--- config.mk ---
export PLATFORM = sky130hd
export DESIGN_NAME = mem_stage
export DESIGN_NICKNAME = d
export VERILOG_FILES = /design/src/rtl/mem_stage_pkg.sv /design/src/rtl/mem_lsu_align.sv /design/src/rtl/mem_stage.sv
export SDC_FILE = /design/constraint.sdc
export NUM_CORES = 1
export LEC_CHECK = 0
export CAP_MARGIN = 0
export CORE_AREA = 2 2 265 267
export CTS_BUF_LIST = sky130_fd_sc_hd__clkbuf_4 sky130_fd_sc_hd__clkbuf_8
export DETAILED_ROUTE_END_ITERATION = 12
export DIE_AREA = 0 0 267 269
export MAX_ROUTING_LAYER = met4
export SYNTH_ARGS = -nofsm -noshare
export SYNTH_HDL_FRONTEND = slang
export SYNTH_SLANG_ARGS = --single-unit
--- constraint.sdc ---
create_clock -name clk -period 3.2 [get_ports clk]
set_clock_uncertainty 0.15 [all_clocks]
set_input_delay 0.64 -clock clk [delete_from_list [all_inputs] [get_ports clk]]
set_output_delay 0.64 -clock clk [all_outputs]
set_load 0.01 [all_outputs]
--- src/rtl/mem_stage_pkg.sv ---
// +----------------------------------------------------------------------+
// | mem_stage_pkg : shared types for the Riviera RV64 MEM stage           |
// | Revision      : 1.0                                                   |
// +----------------------------------------------------------------------+
`default_nettype none

package mem_stage_pkg;

    localparam int ALEN = 64;

    typedef enum logic [1:0] {
        MEM_B = 2'd0,
        MEM_H = 2'd1,
        MEM_W = 2'd2,
        MEM_D = 2'd3
    } mem_size_e;

    typedef enum logic [1:0] {
        ST_IDLE   = 2'd0,
        ST_REQ    = 2'd1,
        ST_WAIT_R = 2'd2
    } mem_state_e;

    typedef struct packed {
        logic            is_valid;
        logic            rf_wr_en;
        logic [4:0]      rf_wr_addr;
        logic [ALEN-1:0] alu_result;
        logic            mem_rd_en;
        logic            mem_wr_en;
        mem_size_e       mem_size;
        logic            mem_unsigned;
        logic [63:0]     store_data;
        logic [63:0]     rf_wr_data;
    } interconnection_struct;

    function automatic logic is_misaligned(input mem_size_e size, input logic [2:0] addr_lo);
        logic mis;
        case (size)
            MEM_B:   mis = 1'b0;
            MEM_H:   mis = addr_lo[0];
            MEM_W:   mis = |addr_lo[1:0];
            default: mis = |addr_lo;
        endcase
        return mis;
    endfunction

endpackage

`default_nettype wire

--- src/rtl/mem_lsu_align.sv ---
// +----------------------------------------------------------------------+
// | mem_lsu_align : byte-enable / store-lane generation and load extract  |
// | Revision      : 1.0                                                   |
// +----------------------------------------------------------------------+
`default_nettype none

module mem_lsu_align
    import mem_stage_pkg::*;
(
    input  logic [2:0]  i_addr_lo,
    input  mem_size_e   i_size,
    input  logic        i_unsigned,
    input  logic [63:0] i_store_data,
    input  logic [63:0] i_rdata,
    output logic [7:0]  o_be,
    output logic [63:0] o_wdata,
    output logic [63:0] o_load_data
);

    logic [63:0] w_lane;

    // Bring the addressed bytes down to bit 0 before extension.
    assign w_lane = i_rdata >> {i_addr_lo, 3'b000};

    always_comb begin
        o_be        = 8'hFF;
        o_wdata     = i_store_data;
        o_load_data = w_lane;
        case (i_size)
            MEM_B: begin
                o_be        = 8'h01 << i_addr_lo;
                o_wdata     = {8{i_store_data[7:0]}};
                o_load_data = {{56{w_lane[7] & ~i_unsigned}}, w_lane[7:0]};
            end
            MEM_H: begin
                o_be        = 8'h03 << i_addr_lo;
                o_wdata     = {4{i_store_data[15:0]}};
                o_load_data = {{48{w_lane[15] & ~i_unsigned}}, w_lane[15:0]};
            end
            MEM_W: begin
                o_be        = 8'h0F << i_addr_lo;
                o_wdata     = {2{i_store_data[31:0]}};
                o_load_data = {{32{w_lane[31] & ~i_unsigned}}, w_lane[31:0]};
            end
            default: begin
                o_be        = 8'hFF;
                o_wdata     = i_store_data;
                o_load_data = w_lane;
            end
        endcase
    end

endmodule

`default_nettype wire

--- src/rtl/mem_stage.sv ---
// +----------------------------------------------------------------------+
// | mem_stage : RV64 memory-access stage with req/gnt/rvalid data port    |
// | Revision  : 1.0                                                       |
// +----------------------------------------------------------------------+
`default_nettype none

module mem_stage
    import mem_stage_pkg::*;
(
    input  logic                 clk,
    input  logic                 rst_n,
    input  interconnection_struct i_ex2all,
    output logic                 o_mem_ready,
    output logic [ALEN-1:0]      o_mem_rd,
    output interconnection_struct o_mem2wb,
    output logic                 o_misaligned,
    output logic                 o_dmem_req,
    output logic                 o_dmem_we,
    output logic [ALEN-1:0]      o_dmem_addr,
    output logic [7:0]           o_dmem_be,
    output logic [63:0]          o_dmem_wdata,
    input  logic                 i_dmem_gnt,
    input  logic                 i_dmem_rvalid,
    input  logic [63:0]          i_dmem_rdata
);

    mem_state_e           state_q, state_d;
    interconnection_struct op_q, op_d;
    interconnection_struct out_q, out_d;
    logic                 misaligned_q, misaligned_d;

    logic [7:0]  w_be;
    logic [63:0] w_wdata;
    logic [63:0] w_load_data;
    logic        w_is_mem;
    logic        w_req;

    mem_lsu_align u_align (
        .i_addr_lo    (op_q.alu_result[2:0]),
        .i_size       (op_q.mem_size),
        .i_unsigned   (op_q.mem_unsigned),
        .i_store_data (op_q.store_data),
        .i_rdata      (i_dmem_rdata),
        .o_be         (w_be),
        .o_wdata      (w_wdata),
        .o_load_data  (w_load_data)
    );

    assign w_is_mem = i_ex2all.mem_rd_en | i_ex2all.mem_wr_en;
    assign w_req    = (state_q == ST_REQ);

    always_comb begin
        state_d      = state_q;
        op_d         = op_q;
        out_d        = '0;
        misaligned_d = 1'b0;
        case (state_q)
            ST_IDLE: begin
                if (i_ex2all.is_valid) begin
                    if (!w_is_mem) begin
                        out_d            = i_ex2all;
                        out_d.rf_wr_data = i_ex2all.alu_result;
                    end else if (is_misaligned(i_ex2all.mem_size, i_ex2all.alu_result[2:0])) begin
                        // Dropped access still retires so WB sees the instruction.
                        out_d            = i_ex2all;
                        out_d.rf_wr_en   = 1'b0;
                        out_d.rf_wr_data = i_ex2all.alu_result;
                        misaligned_d     = 1'b1;
                    end else begin
                        op_d    = i_ex2all;
                        state_d = ST_REQ;
                    end
                end
            end
            ST_REQ: begin
                if (i_dmem_gnt) begin
                    if (op_q.mem_wr_en) begin
                        out_d            = op_q;
                        out_d.rf_wr_data = op_q.alu_result;
                        state_d          = ST_IDLE;
                    end else begin
                        state_d = ST_WAIT_R;
                    end
                end
            end
            ST_WAIT_R: begin
                if (i_dmem_rvalid) begin
                    out_d            = op_q;
                    out_d.rf_wr_data = w_load_data;
                    state_d          = ST_IDLE;
                end
            end
            default: state_d = ST_IDLE;
        endcase
    end

    always_ff @(posedge clk or negedge rst_n) begin
        if (!rst_n) begin
            state_q      <= ST_IDLE;
            op_q         <= '0;
            out_q        <= '0;
            misaligned_q <= 1'b0;
        end else begin
            state_q      <= state_d;
            op_q         <= op_d;
            out_q        <= out_d;
            misaligned_q <= misaligned_d;
        end
    end

    // Port fields are gated by the request so they read zero whenever idle.
    assign o_dmem_req   = w_req;
    assign o_dmem_we    = w_req & op_q.mem_wr_en;
    assign o_dmem_addr  = w_req ? {op_q.alu_result[ALEN-1:3], 3'b000} : '0;
    assign o_dmem_be    = w_req ? w_be : 8'h00;
    assign o_dmem_wdata = (w_req && op_q.mem_wr_en) ? w_wdata : 64'd0;

    assign o_mem_ready  = (state_q == ST_IDLE);
    assign o_mem2wb     = out_q;
    assign o_misaligned = misaligned_q;

    always_comb begin
        o_mem_rd = '0;
        if (state_q != ST_IDLE) begin
            if (op_q.rf_wr_en) o_mem_rd = {{(ALEN-5){1'b0}}, op_q.rf_wr_addr};
        end else if (out_q.is_valid && out_q.rf_wr_en) begin
            o_mem_rd = {{(ALEN-5){1'b0}}, out_q.rf_wr_addr};
        end
    end

endmodule

`default_nettype wire

==> out/metrics.csv <==
stage,metric,value,unit
clock_tree,clk_pin_slew,0.06,ns
yosys,yosys.area_share.simple,8.11,%
die,core_area,0.0693,mm²
yosys,synth.avg_cell_area,11.3,µm²
drt,wl_met2,36600,µm
yosys,synth-main-ff-cell,dfrtp_1,
place,dp.cells,2993,
global_routing,grtUsageTotal,21.4,%
yosys,synth_compound_area_share,18.7,%
die,die_h,269,µm
clock_tree,clockBufferDepth,3,
worst_hold_path,min_from,op_q[203]$_DFFE_PN0P_,
place,post_dp_cell_area,0.0242,mm²
sta,rsz0062_at_grt,yes,
sta,finalHoldViolCount,0,
outcome,violations,setup timing,
cells_and_area,nets,2444,
clock_tree,clock-sinks,347,
drt,wl_met1,33800,µm
cells_and_area,final_cell_area,0.0264,mm²
yosys,synth_seq_cells,347,
global_routing,gr-total-overflow,0,
drt,ant_nets,0,
drt,drc_errors,0,
critical_path,crit_start,op_q[129]$_DFFE_PN0P_,
drt,highest_layer,met4,
power,power_frac_clock,23.8,%
drt,drtIter0Drc,1220,
drt,wl_met3,4950,µm
yosys,synth_fa_ha_area_share,0.441,%
power,p_int,12.6,mW
yosys,seq_area_frac_synth,51.1,%
place,pre_cts_ws,-0.0102,ns
clock_tree,root_buffer,clkbuf_8,
yosys,synth.area.mux_share,14.9,%
critical_path,cp_max_fo,7,
power,seqPwrFrac,32.1,%
cells_and_area,layout_commonest_cell,clkdlybuf4s50_1,
die,rows,97,
power,ir_drop,0.305,mV
critical_path,cp.arrival,2.43,ns
cells_and_area,final_cell_mix,"413 x clkdlybuf4s50_1, 343 x dfrtp_1, 170 x mux2_2, 134 x a22o_1, 103 x buf_4",
clock_tree,cts-buffers-inserted,68,
critical_path,required,2.41,ns
yosys,synth_async_sr_flop_share,100,%
drt,via_per_inst,4.80,
yosys,synthDistinctLibCells,46,
sta,post-route-period-util,101,%
global_routing,grt_antenna_before_repair,24,
yosys,yosysWarnings,0,
die,initial_core_util,24.5,%
critical_path,crit_path_start_kind,flip-flop,
yosys,synth_top_family_by_area,compound AO/OA/AOI/OAI gates,
die,io_pins,680,
yosys,syn-instance-count,1510,
cells_and_area,area_growth_syn_to_layout,55.5,%
yosys,synth_xor_area_share,0,%
drt,finalWirelength,77700,µm
place,dpl.hpwl,55400,µm
global_routing,grt_pass1_vias,15300,
place,globalplace.congestion,0.942,
worst_hold_path,hold_path_class,flip-flop to flip-flop,
global_routing,grt_max_degree,77,
drt,first_pass_iters,6,
sta,worst_slack,-0.0214,ns
die,floorplan.die_area,0.0718,mm²
sta,fmax,310,MHz
sta,final_max_slew_viol_count,0,
cells_and_area,drive_gt1_share,28.5,%
cells_and_area,fill_cells,6803,
clock_tree,htree_levels,3,
sta,worst_pin_slew,1.09,ns
clock_tree,cts_tree,done,
die,dieWidth,267,µm
clock_tree,clk_latency,0.64,ns
outcome,status,"complete, but fails checks",
critical_path,critPathKind,flip-flop to output pin,
sta,fin_setup_tns,-0.0214,ns
critical_path,end_kind,output pin,
power,leakagePower,12.1,nW
drt,wl_per_cell,24.5,µm
power,p_sw,7.88,mW
power,powerDensity,776,mW/mm²
place,portBuffers,553,
sta,relSlewSlack,26.8,%
flow_run,cap_violations,0,
global_routing,grt_pass1_wl,108000,µm
critical_path,r2r-start,op_q[134]$_DFFE_PN0P_,
yosys,synth_edf_count,0,
sta,fin_hold_ws,0.325,ns
yosys,syn_area,0.0170,mm²
drt,vias,15200,
cells_and_area,fin_cells,3174,
sta,finalSetupViolCount,1,
power,sw_frac_of_total,38.4,%
power,p_comb_share,44.1,%
sta,fin_crit,3.22,ns
==> critical path: stages, from the launching register on <==
cell	delay [ns]
dfrtp_1	0.38
inv_2	0.07
buf_6	0.12
ha_4	0.16
buf_12	0.13
nor2_4	0.19
buf_6	0.12
buf_6	0.08
buf_6	0.09
buf_6	0.09
nand2_2	0.04
a21oi_2	0.12
nor2_1	0.06
buf_2	0.14
==> path summary, 6_finish.rpt <==
path                                            to  slack [ns]  depth (start not counted)
max in group asynchronous    op_q[133]$_DFFE_PN0P_        1.56                          3
max reg2reg                 o_mem2wb[30]$_DFF_PN0_        0.34                          5
max                               o_dmem_wdata[10]       -0.02                         13
min reg2reg                  op_q[203]$_DFFE_PN0P_        0.33                          1
min                          op_q[203]$_DFFE_PN0P_        0.33                          1
min in group asynchronous  o_mem2wb[102]$_DFF_PN0_        0.43                          2
==> flip-flops by register name (all words and copies together), names as in the netlist <==
name          count
o_mem2wb        204
op_q            140
state_q           2
o_misaligned      1
==> Yosys cell counts (2+ instances only) <==
master | instances | area, µm²
a211oi_1 | 10 | 75.1
a21boi_0 | 9 | 67.6
a21oi_1 | 68 | 340
a221o_1 | 2 | 20.0
a221oi_1 | 8 | 70.1
a222oi_1 | 14 | 140
a22o_1 | 134 | 1170
a22oi_1 | 71 | 533
and2_1 | 64 | 400
and3_1 | 12 | 75.1
buf_1 | 9 | 33.8
buf_2 | 23 | 115
buf_4 | 62 | 465
buf_6 | 4 | 45.0
clkbuf_1 | 85 | 319
dfrtp_1 | 347 | 8680
ha_1 | 6 | 75.1
inv_1 | 47 | 176
mux2_2 | 170 | 1910
mux2i_1 | 39 | 390
mux4_2 | 10 | 225
nand2_1 | 111 | 417
nand2b_1 | 5 | 31.3
nand3_1 | 12 | 60.1
nand3b_1 | 2 | 15.0
nor2_1 | 59 | 221
nor2b_1 | 15 | 93.8
o21a_1 | 24 | 180
o21ai_0 | 32 | 160
o21ai_2 | 31 | 272
o22ai_1 | 7 | 43.8
or2_2 | 4 | 25.0
==> through the flow <==
step / power (mW) / utilization, %
6_report: 20.5 / 38.2
5_1_grt: 21.6 / 38.1
4_1_cts: 20.3 / 37.7
3_5_place_dp: 14.8 / 34.9
3_3_place_gp: 14.7 / 34.9
2_1_floorplan: 10.4 / -
==> metal layers <==
layer | global-route usage (%) | up-vias
met2 | 32.6 | 706
li1 | - | 6684
met3 | 3.75 | 142
met5 | - | -
met1 | 28.4 | 7702
met4 | 8.28 | 0
==> area by class of cell <==
cell class / count / area, µm² / share of cell area, %
repair buffers: 708 / 7060 / 26.7
diodes: 22 / 55.1 / 0.208
flip-flops and latches: 347 / 8690 / 32.9
clock inverters: 17 / 171 / 0.648
inverters: 47 / 184 / 0.696
multi-input cells: 994 / 7810 / 29.5
clock buffers: 99 / 1290 / 4.89
well taps: 940 / 1180 / 4.45
==> cell families after synthesis <==
family	count (synthesis)
adder cells (fa/ha/maj)	6
AND/OR/NAND/NOR	288
other	1
buffers and inverters	230
flip-flops	347
multiplexers	219
AO/OA/AOI/OAI	419
==> power by group through the flow <==
stage / clock network (mW) / registers (mW) / logic (mW)
floorplan: 0 / 6.44 / 3.95
global placement: 0 / 6.52 / 8.18
detailed placement: 0 / 6.57 / 8.24
CTS: 5.03 / 6.52 / 8.77
global route: 5.21 / 6.72 / 9.63
finish: 4.88 / 6.58 / 9.05
==> repair_timing <==
item                                    4_1_cts  5_1_grt
hold buffers                                  1        0
gates resized for setup                     327       87
setup buffers                                20       13
pin swaps                                    13       19
cloned                                        9        1
endpoints found under the setup margin      139       66
hold endpoints to repair                     67        0
(Power assumes the default switching activity.)
